<file path="config.mk">
export PLATFORM = sky130hd
export DESIGN_NAME = pipeline_ctrl_flat
export DESIGN_NICKNAME = d
export VERILOG_FILES = /design/src/rtl/pipeline_ctrl_pkg.sv /design/src/rtl/pipeline_ctrl_if.sv /design/src/rtl/pipeline_ctrl_sat_counter.sv /design/src/rtl/pipeline_ctrl.sv /design/src/flat_wrapper.sv
export SDC_FILE = /design/constraint.sdc
export NUM_CORES = 1
export LEC_CHECK = 0
export BUFFER_PORTS_ARGS = -buffer_cell sky130_fd_sc_hd__buf_2
export CAP_MARGIN = 20
export CORE_ASPECT_RATIO = 1.2
export CORE_UTILIZATION = 45
export CTS_CLUSTER_DIAMETER = 100
export DETAILED_ROUTE_END_ITERATION = 10
export PLACE_DENSITY = 0.73
export RECOVER_POWER = 50
export SYNTH_ARGS = -nofsm -noshare
export SYNTH_HDL_FRONTEND = slang
export SYNTH_HIERARCHICAL = 1
export SYNTH_SLANG_ARGS = --single-unit
</file>
<file path="constraint.sdc">
create_clock -name CLK -period 3.2 [get_ports CLK]
set_clock_uncertainty 0.05 [all_clocks]
set_input_delay 0.16 -clock CLK [delete_from_list [all_inputs] [get_ports CLK]]
set_output_delay 0.16 -clock CLK [all_outputs]
set_load 0.01 [all_outputs]
</file>
<file path="src/rtl/pipeline_ctrl_pkg.sv">
// pipeline_ctrl_pkg: controller state type, pipeline bar indices and bar-mask helper
package pipeline_ctrl_pkg;
  typedef enum logic [1:0] {RUN, DWAIT, DRAIN, HALTED} pctrl_state_t;
  localparam int IFID = 0;
  localparam int IDEX = 1;
  localparam int EXMEM = 2;
  localparam int MEMWB = 3;
  function automatic logic [3:0] bar(input int i);
    return 4'b0001 << i;
  endfunction
  localparam logic [3:0] ALL_BARS = 4'b1111;
  localparam logic [3:0] FL_FRONT = 4'b0111;
endpackage

</file>
<file path="src/rtl/pipeline_ctrl_if.sv">
// pipeline_ctrl_if: hazard inputs from the datapath and control outputs back to it
interface pipeline_ctrl_if #(parameter int REG_W = 5, parameter int CNT_W = 16);
  logic ihit, dhit, dREN_ex, dREN_mem, dWEN_mem;
  logic beq_mem, bne_mem, zero_mem, j_mem, jal_mem, JR_mem, halt_mem, halt_wb;
  logic [REG_W-1:0] rs_id, rt_id, rt_ex;
  logic pc_en, pc_redirect, halt;
  logic [3:0] en, flush;
  logic [CNT_W-1:0] stall_cnt, flush_cnt;
  modport master (
    output ihit, dhit, dREN_ex, dREN_mem, dWEN_mem, beq_mem, bne_mem, zero_mem, j_mem, jal_mem, JR_mem,
           halt_mem, halt_wb, rs_id, rt_id, rt_ex,
    input  pc_en, pc_redirect, halt, en, flush, stall_cnt, flush_cnt
  );
  modport slave (
    input  ihit, dhit, dREN_ex, dREN_mem, dWEN_mem, beq_mem, bne_mem, zero_mem, j_mem, jal_mem, JR_mem,
           halt_mem, halt_wb, rs_id, rt_id, rt_ex,
    output pc_en, pc_redirect, halt, en, flush, stall_cnt, flush_cnt
  );
endinterface

</file>
<file path="src/rtl/pipeline_ctrl_sat_counter.sv">
// sat_counter: event counter that sticks at all-ones instead of wrapping
module sat_counter #(parameter int W = 16) (
  input  logic         clk,
  input  logic         rst,
  input  logic         inc,
  input  logic         clr,
  output logic [W-1:0] count
);
  // count up on inc until saturated
  always_ff @(posedge clk)
    if (rst || clr) count <= '0;
    else if (inc && !(&count)) count <= count + 1'b1;
endmodule

</file>
<file path="src/rtl/pipeline_ctrl.sv">
// pipeline_ctrl: hazard/sequencing controller for the IF/ID..MEM/WB pipeline bars
module pipeline_ctrl
  import pipeline_ctrl_pkg::*;
#(
  parameter int CNT_W = 16,
  parameter int REG_W = 5
) (
  input logic CLK,
  input logic RST,
  pipeline_ctrl_if.slave bus
);
  pctrl_state_t r_state, w_next;
  logic w_mwait, w_take, w_lu, w_pc_en, w_redirect, w_stall_inc;
  logic [3:0] w_en, w_flush;
  // a pending D-cache access keeps the pipe frozen until dhit, whether first seen in RUN or already waiting
  assign w_mwait = ((r_state == DWAIT) | bus.dREN_mem | bus.dWEN_mem) & !bus.dhit;
  assign w_take = (bus.beq_mem & bus.zero_mem) | (bus.bne_mem & !bus.zero_mem) | bus.j_mem | bus.jal_mem | bus.JR_mem;
  assign w_lu = bus.dREN_ex & (|bus.rt_ex) & ((bus.rt_ex == bus.rs_id) | (bus.rt_ex == bus.rt_id));
  assign w_stall_inc = ((r_state == RUN) | (r_state == DWAIT)) & !w_pc_en;
  // state register
  always_ff @(posedge CLK)
    if (RST) r_state <= RUN;
    else r_state <= w_next;
  // next state and pipeline controls; DWAIT with dhit re-runs the RUN priority chain
  always_comb begin
    w_next = r_state;
    w_pc_en = 1'b0;
    w_redirect = 1'b0;
    w_en = 4'b0000;
    w_flush = 4'b0000;
    case (r_state)
      RUN, DWAIT:
        if (w_mwait) w_next = DWAIT;
        else if (bus.halt_mem) begin
          w_next = DRAIN;
          w_en = ALL_BARS;
          w_flush = FL_FRONT;
        end else if (w_take) begin
          w_next = RUN;
          w_en = ALL_BARS;
          w_flush = FL_FRONT;
          w_pc_en = 1'b1;
          w_redirect = 1'b1;
        end else if (w_lu) begin
          w_next = RUN;
          w_en = ALL_BARS & ~bar(IFID);
          w_flush = bar(IDEX);
        end else begin
          w_next = RUN;
          w_en = ALL_BARS;
          w_flush = bus.ihit ? 4'b0000 : bar(IFID);
          w_pc_en = bus.ihit;
        end
      DRAIN: begin
        w_next = bus.halt_wb ? HALTED : DRAIN;
        w_en = ALL_BARS;
        w_flush = FL_FRONT;
      end
      default: w_next = HALTED;
    endcase
  end
  assign bus.pc_en = w_pc_en;
  assign bus.pc_redirect = w_redirect;
  assign bus.en = w_en;
  assign bus.flush = w_flush;
  assign bus.halt = (r_state == HALTED);
  sat_counter #(.W(CNT_W)) u_stall_cnt (.clk(CLK), .rst(RST), .inc(w_stall_inc), .clr(1'b0), .count(bus.stall_cnt));
  sat_counter #(.W(CNT_W)) u_flush_cnt (.clk(CLK), .rst(RST), .inc(w_redirect), .clr(1'b0), .count(bus.flush_cnt));
endmodule
</file>
<file path="src/flat_wrapper.sv">
// flat-port wrapper written by rule: the top's interface ports become plain ports
module pipeline_ctrl_flat import pipeline_ctrl_pkg::*;
#(
  parameter int CNT_W = 16,
  parameter int REG_W = 5
)
  (CLK, RST, bus_ihit, bus_dhit, bus_dREN_ex, bus_dREN_mem, bus_dWEN_mem, bus_beq_mem, bus_bne_mem, bus_zero_mem, bus_j_mem, bus_jal_mem, bus_JR_mem, bus_halt_mem, bus_halt_wb, bus_rs_id, bus_rt_id, bus_rt_ex, bus_pc_en, bus_pc_redirect, bus_halt, bus_en, bus_flush, bus_stall_cnt, bus_flush_cnt);
  pipeline_ctrl_if #(.REG_W(REG_W), .CNT_W(CNT_W)) bus_i ();
  input logic CLK;
  input logic RST;
  input wire logic [$bits(bus_i.ihit)-1:0] bus_ihit;
  input wire logic [$bits(bus_i.dhit)-1:0] bus_dhit;
  input wire logic [$bits(bus_i.dREN_ex)-1:0] bus_dREN_ex;
  input wire logic [$bits(bus_i.dREN_mem)-1:0] bus_dREN_mem;
  input wire logic [$bits(bus_i.dWEN_mem)-1:0] bus_dWEN_mem;
  input wire logic [$bits(bus_i.beq_mem)-1:0] bus_beq_mem;
  input wire logic [$bits(bus_i.bne_mem)-1:0] bus_bne_mem;
  input wire logic [$bits(bus_i.zero_mem)-1:0] bus_zero_mem;
  input wire logic [$bits(bus_i.j_mem)-1:0] bus_j_mem;
  input wire logic [$bits(bus_i.jal_mem)-1:0] bus_jal_mem;
  input wire logic [$bits(bus_i.JR_mem)-1:0] bus_JR_mem;
  input wire logic [$bits(bus_i.halt_mem)-1:0] bus_halt_mem;
  input wire logic [$bits(bus_i.halt_wb)-1:0] bus_halt_wb;
  input wire logic [$bits(bus_i.rs_id)-1:0] bus_rs_id;
  input wire logic [$bits(bus_i.rt_id)-1:0] bus_rt_id;
  input wire logic [$bits(bus_i.rt_ex)-1:0] bus_rt_ex;
  output wire logic [$bits(bus_i.pc_en)-1:0] bus_pc_en;
  output wire logic [$bits(bus_i.pc_redirect)-1:0] bus_pc_redirect;
  output wire logic [$bits(bus_i.halt)-1:0] bus_halt;
  output wire logic [$bits(bus_i.en)-1:0] bus_en;
  output wire logic [$bits(bus_i.flush)-1:0] bus_flush;
  output wire logic [$bits(bus_i.stall_cnt)-1:0] bus_stall_cnt;
  output wire logic [$bits(bus_i.flush_cnt)-1:0] bus_flush_cnt;
  assign bus_i.ihit = bus_ihit;
  assign bus_i.dhit = bus_dhit;
  assign bus_i.dREN_ex = bus_dREN_ex;
  assign bus_i.dREN_mem = bus_dREN_mem;
  assign bus_i.dWEN_mem = bus_dWEN_mem;
  assign bus_i.beq_mem = bus_beq_mem;
  assign bus_i.bne_mem = bus_bne_mem;
  assign bus_i.zero_mem = bus_zero_mem;
  assign bus_i.j_mem = bus_j_mem;
  assign bus_i.jal_mem = bus_jal_mem;
  assign bus_i.JR_mem = bus_JR_mem;
  assign bus_i.halt_mem = bus_halt_mem;
  assign bus_i.halt_wb = bus_halt_wb;
  assign bus_i.rs_id = bus_rs_id;
  assign bus_i.rt_id = bus_rt_id;
  assign bus_i.rt_ex = bus_rt_ex;
  assign bus_pc_en = bus_i.pc_en;
  assign bus_pc_redirect = bus_i.pc_redirect;
  assign bus_halt = bus_i.halt;
  assign bus_en = bus_i.en;
  assign bus_flush = bus_i.flush;
  assign bus_stall_cnt = bus_i.stall_cnt;
  assign bus_flush_cnt = bus_i.flush_cnt;
  pipeline_ctrl #(.CNT_W(CNT_W), .REG_W(REG_W)) u_core (.CLK(CLK), .RST(RST), .bus(bus_i));
endmodule
</file>
* Word level (Yosys, flattened, before mapping)
Index checks and enable logic that the tools add are counted.
Storage, ports and cells: register bits 34, input bits 30, output and inout bits 43, logic and storage cells 60
Operators by class: add/subtract/negate cells 2, eq/ne operators 5, muxes and demuxes 24, bitwise logic cells 14, reductions and logical operators 12
Operators with widths (number):
- $add 16x1->16 const B | 2
- $reduce_and 16->1 | 2
- $mux 4 | 7
- $pmux 4 s2 | 2
- $mux 1 | 12
- $eq 5x5->1 | 2
- $or 1x1->1 | 8
- $and 1x1->1 | 6
- $logic_not 1->1 | 5
- $reduce_or 5->1 | 1
- $eq 2x2->1 const B | 2
- $mux 2 | 2
- $pmux 2 s2 | 1
- $eq 2x1->1 const B | 1
- $logic_and 1x1->1 | 2
- $logic_not 2->1 | 1
- $reduce_or 2->1 | 1

* Longest topological paths before layout
word-level depth 13, depth in mapped cells 8, gate-level depth less buffers 8

* By module
Netlist, hierarchy kept.
By module, submodules not included:
- sat_counter | times used 2, cells an instance 92, area an instance 814.5 um^2, seq. area each 320.3 um^2
- pipeline_ctrl | times used 1, cells an instance 58, area an instance 404.1 um^2, seq. area each 40.0 um^2

* Least setup slack after synthesis
Ideal clock, no wire load.
path kind register to register, start point reg u_core.r_state[0], end point reg u_core.u_flush_cnt.count[15], setup time 71 ps, arrival time 2285 ps, data required time 3079 ps, path slack 794 ps, stages on the path, launching flop included 9, buffers on the path 0, period minus slack after synthesis 2406 ps, path through dfxtp_1 nor3_1 nor2_1 or3_1 nor2_1 and3_1 nand4_2 or4_1 a21oi_1
Between the ends: cells in the longest elaborated chain, start to end 7, elaborated cells between the ends (all ways) 9, classes of those cells 1 x eq/ne; 2 x mux; 3 x bitwise; 3 x reduce/logical
RTL lines:
- from (decl) | line pipeline_ctrl.sv:12 | pctrl_state_t r_state, w_next;
- from (signal assigned) | line pipeline_ctrl.sv:23 | else r_state <= w_next;
- $eq 2x1->1 | line pipeline_ctrl.sv:16, pipeline_ctrl.sv:31
- $or 1x1->1 (2 in series) | line pipeline_ctrl.sv:16 | assign w_mwait = ((r_state == DWAIT) | bus.dREN_mem | bus.dWEN_mem) & !bus.dhit;
- $and 1x1->1 | line pipeline_ctrl.sv:16
- $mux 1 | line pipeline_ctrl.sv:33 | if (w_mwait) w_next = DWAIT;
- $mux 1 (*) | line pipeline_ctrl.sv:31 | case (r_state)
- net bus_pc_redirect | line flat_wrapper.sv:28 | output wire logic [$bits(bus_i.pc_redirect)-1:0] bus_pc_redirect;
- $logic_and 1x1->1 (*) | line pipeline_ctrl_sat_counter.sv:12 | else if (inc && !(&count)) count <= count + 1'b1;
- to (signal assigned) | line pipeline_ctrl_sat_counter.sv:12
- to (decl) | line pipeline_ctrl_sat_counter.sv:7 | output logic [W-1:0] count
Mark *: on every way through the listed nets, which the timed path passes. The rest lies on a longest branch. A chain may end at the register's enable or synchronous reset.

* Final worst setup path
start point reg u_core.r_state[0], end point reg u_core.u_flush_cnt.count[15]
Between the ends: cells in the longest elaborated chain, start to end 7, elaborated cells between the ends (all ways) 9, classes of those cells 1 x eq/ne; 2 x mux; 3 x bitwise; 3 x reduce/logical
RTL lines (line):
- $eq 2x1->1 | pipeline_ctrl.sv:16, pipeline_ctrl.sv:31
- $or 1x1->1 (2 in series) | pipeline_ctrl.sv:16
- $and 1x1->1 | pipeline_ctrl.sv:16
- $mux 1 | pipeline_ctrl.sv:33
- $mux 1 (*) | pipeline_ctrl.sv:31
- $logic_and 1x1->1 (*) | pipeline_ctrl_sat_counter.sv:12
Every way passes the cells marked *; elsewhere a longest branch is shown, timed or not.

==> qor.log <==
INFO  timing         timing.final.ws_setup=501ps
INFO  synth          synth_top_family_by_area=simple AND/OR/NAND/NOR gates
INFO  synth          synth_xor_area_share=5.17%
INFO  clock_network  clk_path_buf_depth=2
INFO  worst_setup_path ff2ff_path_depth=8
INFO  global_routing grt.met1_usage=27.8%
INFO  global_routing wire_length_of_the_first_global_routing_pass=8070um
INFO  power_and_ir_drop power.density_cell_area=353nW/um2
INFO  floorplan      fp.dieH=75.6um
INFO  route          drt-wirelength-per-cell=13.3um
INFO  final_layout   fin_cells=378
INFO  place          port-buffer-count=71
INFO  global_routing vias_in_the_first_global_route=1789
INFO  synth          synth-edff-count=0
INFO  worst_hold_path min_path_type=in -> reg
INFO  power_and_ir_drop totalPowerFinal=880uW
INFO  floorplan      dieArea=4790um2
INFO  flow_run       drv.max_cap_violation_count=0
INFO  synth          area_fraction_in_and_or_nand_and_nor_cells_after_synthesis=32.2%
INFO  worst_setup_path worst_setup_path_start_kind=flip-flop
INFO  route          initialDrtViolationCount=156
INFO  worst_setup_path regToRegEndpoint=u_core/u_flush_cnt/count[15]
INFO  synth          syn_area=2030um2
INFO  final_layout   finish.net_count=353
INFO  place          dp_slack=575ps
INFO  clock_network  cts_tree=built
INFO  floorplan      io_pins=73
INFO  worst_setup_path cp_common_cell=sky130_fd_sc_hd__nor2_1
INFO  worst_setup_path worst-r2r-setup-slack=500ps
INFO  route          routed_wirelength=5020um
INFO  worst_setup_path crit_path_cell_trace=nor3_1 -> nor2_1 -> or3_1 -> nor2_1 -> and3_1 -> nand4_2 -> or4_1 -> a21oi_1
INFO  final_layout   finish.instance_area=2490um2
INFO  global_routing grt_max_degree=12
INFO  clock_network  cts.clk_slew.worst_paths=80ps
INFO  synth          synthAdderAreaFrac=1.23%
INFO  synth          post_synth_inst_count=242
INFO  synth          asyncSetResetFlopFracSynth=0%
INFO  synth          area_fraction_in_compound_gates_after_synthesis=24.5%
INFO  clock_network  insertion_delay=280ps
INFO  place          placed_cells_incl_taps=370
INFO  worst_hold_path hold-path-cell-count=2
INFO  place          detailedPlacementHpwl=3720um
INFO  synth          synth_ff_type=sky130_fd_sc_hd__dfxtp_1
INFO  timing         worst-slew-pin-transition=830ps
INFO  global_routing grt_util_all_layers=21.0%
INFO  worst_setup_path critical_path_peak_fanout=8
INFO  global_routing top_usage_layer=met2
INFO  timing         relSlewSlack=44.1%
INFO  route          route.antenna.remaining_nets=0
INFO  worst_setup_path worst_ep_required_time=3370ps
INFO  floorplan      core=4290um2
INFO  worst_setup_path slowest_stage=sky130_fd_sc_hd__or4_1
INFO  worst_setup_path reg2reg_from=u_core/r_state[0]
INFO  worst_hold_path start_point_of_the_worst_hold_path=RST
INFO  timing         max_freq=371MHz
INFO  global_routing grt.met3_usage=3.89%
INFO  place          post_dp_cell_area=2450um2
INFO  worst_setup_path delay_of_the_slowest_critical_path_stage=520ps
INFO  clock_network  cts_inserted_buffers=5
INFO  timing         timing.final.crit_period=2700ps
INFO  worst_setup_path cp-end-kind=flip-flop
INFO  timing         final_max_slew_viol_count=0
INFO  timing         totalNegativeSetupSlack=0ps
INFO  clock_network  post-cts-setup-buffer-count=0
INFO  worst_setup_path timing_worst_setup_path_type=reg -> reg
INFO  route          route.detailed.vias_per_inst=5.84
INFO  final_layout   nFillCells=422
INFO  timing         report.final.setup_viol=0
INFO  floorplan      rows=26
INFO  worst_hold_path holdPathEnd=u_core/r_state[1]
INFO  final_layout   layout-drive-gt1-share=18.3%
INFO  clock_network  postCtsResizedCells=0
INFO  final_layout   insertedDiodeCount=0
INFO  synth          ys_ff_latch=34
INFO  route          drc=0
INFO  synth          muxShareOfSynthArea=0.492%
INFO  timing         min_period_over_period=84.3%
INFO  clock_network  cts_sinks=34
INFO  clock_network  cts_root_buf=sky130_fd_sc_hd__clkbuf_8
INFO  timing         rsz0062_at_grt=no
INFO  final_layout   layout-area-overhead-vs-synth=22.5%
INFO  timing         finalHoldViolCount=0
INFO  synth          post_synth.cell_area_avg=8.40um2
INFO  global_routing grt_overflow=0
INFO  power_and_ir_drop cellLeakagePower=0.000859uW
INFO  clock_network  cts_max_level=2
INFO  route          dr_total_vias=2208
INFO  floorplan      die_width=63.4um
INFO  run_status     outcome=finished, final reports clean
INFO  global_routing initial_antenna_violation_count=0
INFO  worst_setup_path cp_data_arrival_time=2870ps
INFO  place          gpl.final_weighted_congestion=0.757
INFO  synth          yosysWarnings=6
INFO  synth          synth.distinct_cells=41
INFO  route          dr.pass1.iters=5
INFO  global_routing met2_usage=34.5%
INFO  power_and_ir_drop worst_ir_drop_vdd=274uV
INFO  clock_network  post_cts_hold_buffer_count=0
INFO  synth          synth_seq_area_share=33.5%
INFO  floorplan      initial_utilization=47.3%
how the worst max path moves through the flow:
| stage | start | endpoint | cells past startpoint |
|---|---|---|---|
| floorplan | u_core/r_state[0] | u_core/u_flush_cnt/count[15] | 8 |
| global placement | u_core/r_state[0] | u_core/u_flush_cnt/count[15] | 8 |
| detailed placement | u_core/r_state[0] | u_core/u_flush_cnt/count[15] | 8 |
| CTS | u_core/r_state[0] | u_core/u_flush_cnt/count[15] | 8 |
| global route | u_core/r_state[0] | u_core/u_flush_cnt/count[10] | 8 |
| finish | u_core/r_state[0] | u_core/u_flush_cnt/count[15] | 8 |
report_power, final:
part | switching, uW | internal [uW] | leakage (uW)
Clock | 162 | 173 | 0.0000472
Combinational | 62.3 | 51.0 | 0.000537
Sequential | 5.52 | 427 | 0.000275
registers in the layout, indices dropped and copies added, names as in the netlist:
name	count
u_core/r_state	2
u_core/u_flush_cnt/count	16
u_core/u_stall_cnt/count	16
critical path: cells and delay by family, from the launching register on:
family	cells	cell delay, ps
DFF	1	330
and+or+nand+nor	7	2110
AOI/OAI and AO/OA	1	150
synthesized netlist by cell type (all sizes together) (3+ instances only):
| cell type | n | area, um2 |
|---|---|---|
| a21oi | 17 | 85.1 |
| a31oi | 4 | 25.0 |
| and2 | 6 | 37.5 |
| and4 | 8 | 70.1 |
| buf | 3 | 22.5 |
| dfxtp | 34 | 681 |
| inv | 7 | 26.3 |
| nand2 | 18 | 67.6 |
| nand3 | 15 | 75.1 |
| nand4 | 12 | 87.6 |
| nor2 | 14 | 52.6 |
| nor3 | 11 | 70.1 |
| o21a | 3 | 22.5 |
| o21ai | 13 | 76.3 |
| o311ai | 8 | 70.1 |
| o31ai | 8 | 60.1 |
| o41ai | 10 | 103 |
| or2 | 4 | 25.0 |
| or3 | 5 | 31.3 |
| or4 | 10 | 78.8 |
| xnor2 | 10 | 87.6 |
cell families after synthesis:
group,after synthesis
simple gates,110
compound gates,70
flops,34
xor+xnor,12
buf+inv,12
fa+ha+maj,2
other cells,1
mux,1
cell usage in the layout (no fill, tap or decap), types with 8 or more instances in the layout:
| master | instances |
|---|---|
| sky130_fd_sc_hd__a21oi_1 | 17 |
| sky130_fd_sc_hd__and4_1 | 8 |
| sky130_fd_sc_hd__buf_2 | 38 |
| sky130_fd_sc_hd__clkbuf_1 | 33 |
| sky130_fd_sc_hd__dfxtp_1 | 34 |
| sky130_fd_sc_hd__nand2_1 | 18 |
| sky130_fd_sc_hd__nand3_1 | 15 |
| sky130_fd_sc_hd__nand4_1 | 10 |
| sky130_fd_sc_hd__nor2_1 | 14 |
| sky130_fd_sc_hd__nor3_1 | 8 |
| sky130_fd_sc_hd__o21ai_0 | 12 |
| sky130_fd_sc_hd__o311ai_0 | 8 |
| sky130_fd_sc_hd__o31ai_1 | 8 |
| sky130_fd_sc_hd__o41ai_1 | 9 |
| sky130_fd_sc_hd__or4_1 | 9 |
| sky130_fd_sc_hd__xnor2_1 | 10 |
stage by stage:
step / utilization [%] / hold slack, ps
2_1_floorplan: - / 179
3_3_place_gp: 57.1 / 385
3_5_place_dp: 57.1 / 396
4_1_cts: 59.3 / 93.2
5_1_grt: 58.0 / 104
6_report: 58.0 / 86.7
final cells by class:
type                    instances  area (um2)  area share, %
clock buffers                   6        82.6           3.31
repair buffers                 71         314           12.6
flip-flops and latches         34         681           27.3
inverters                       7        26.3           1.05
well taps                      56        70.1           2.81
multi-input cells             202        1310           52.4
clock inverters                 2        12.5          0.502
per-layer routing:
| layer | up-vias | share of wire [%] |
|---|---|---|
| li1 | 1110 | - |
| met1 | 1002 | 46 |
| met4 | 0 | 1.6 |
| met3 | 6 | 5.7 |
| met5 | - | 0 |
| met2 | 90 | 46 |
Power figures use the tool's default switching activity.
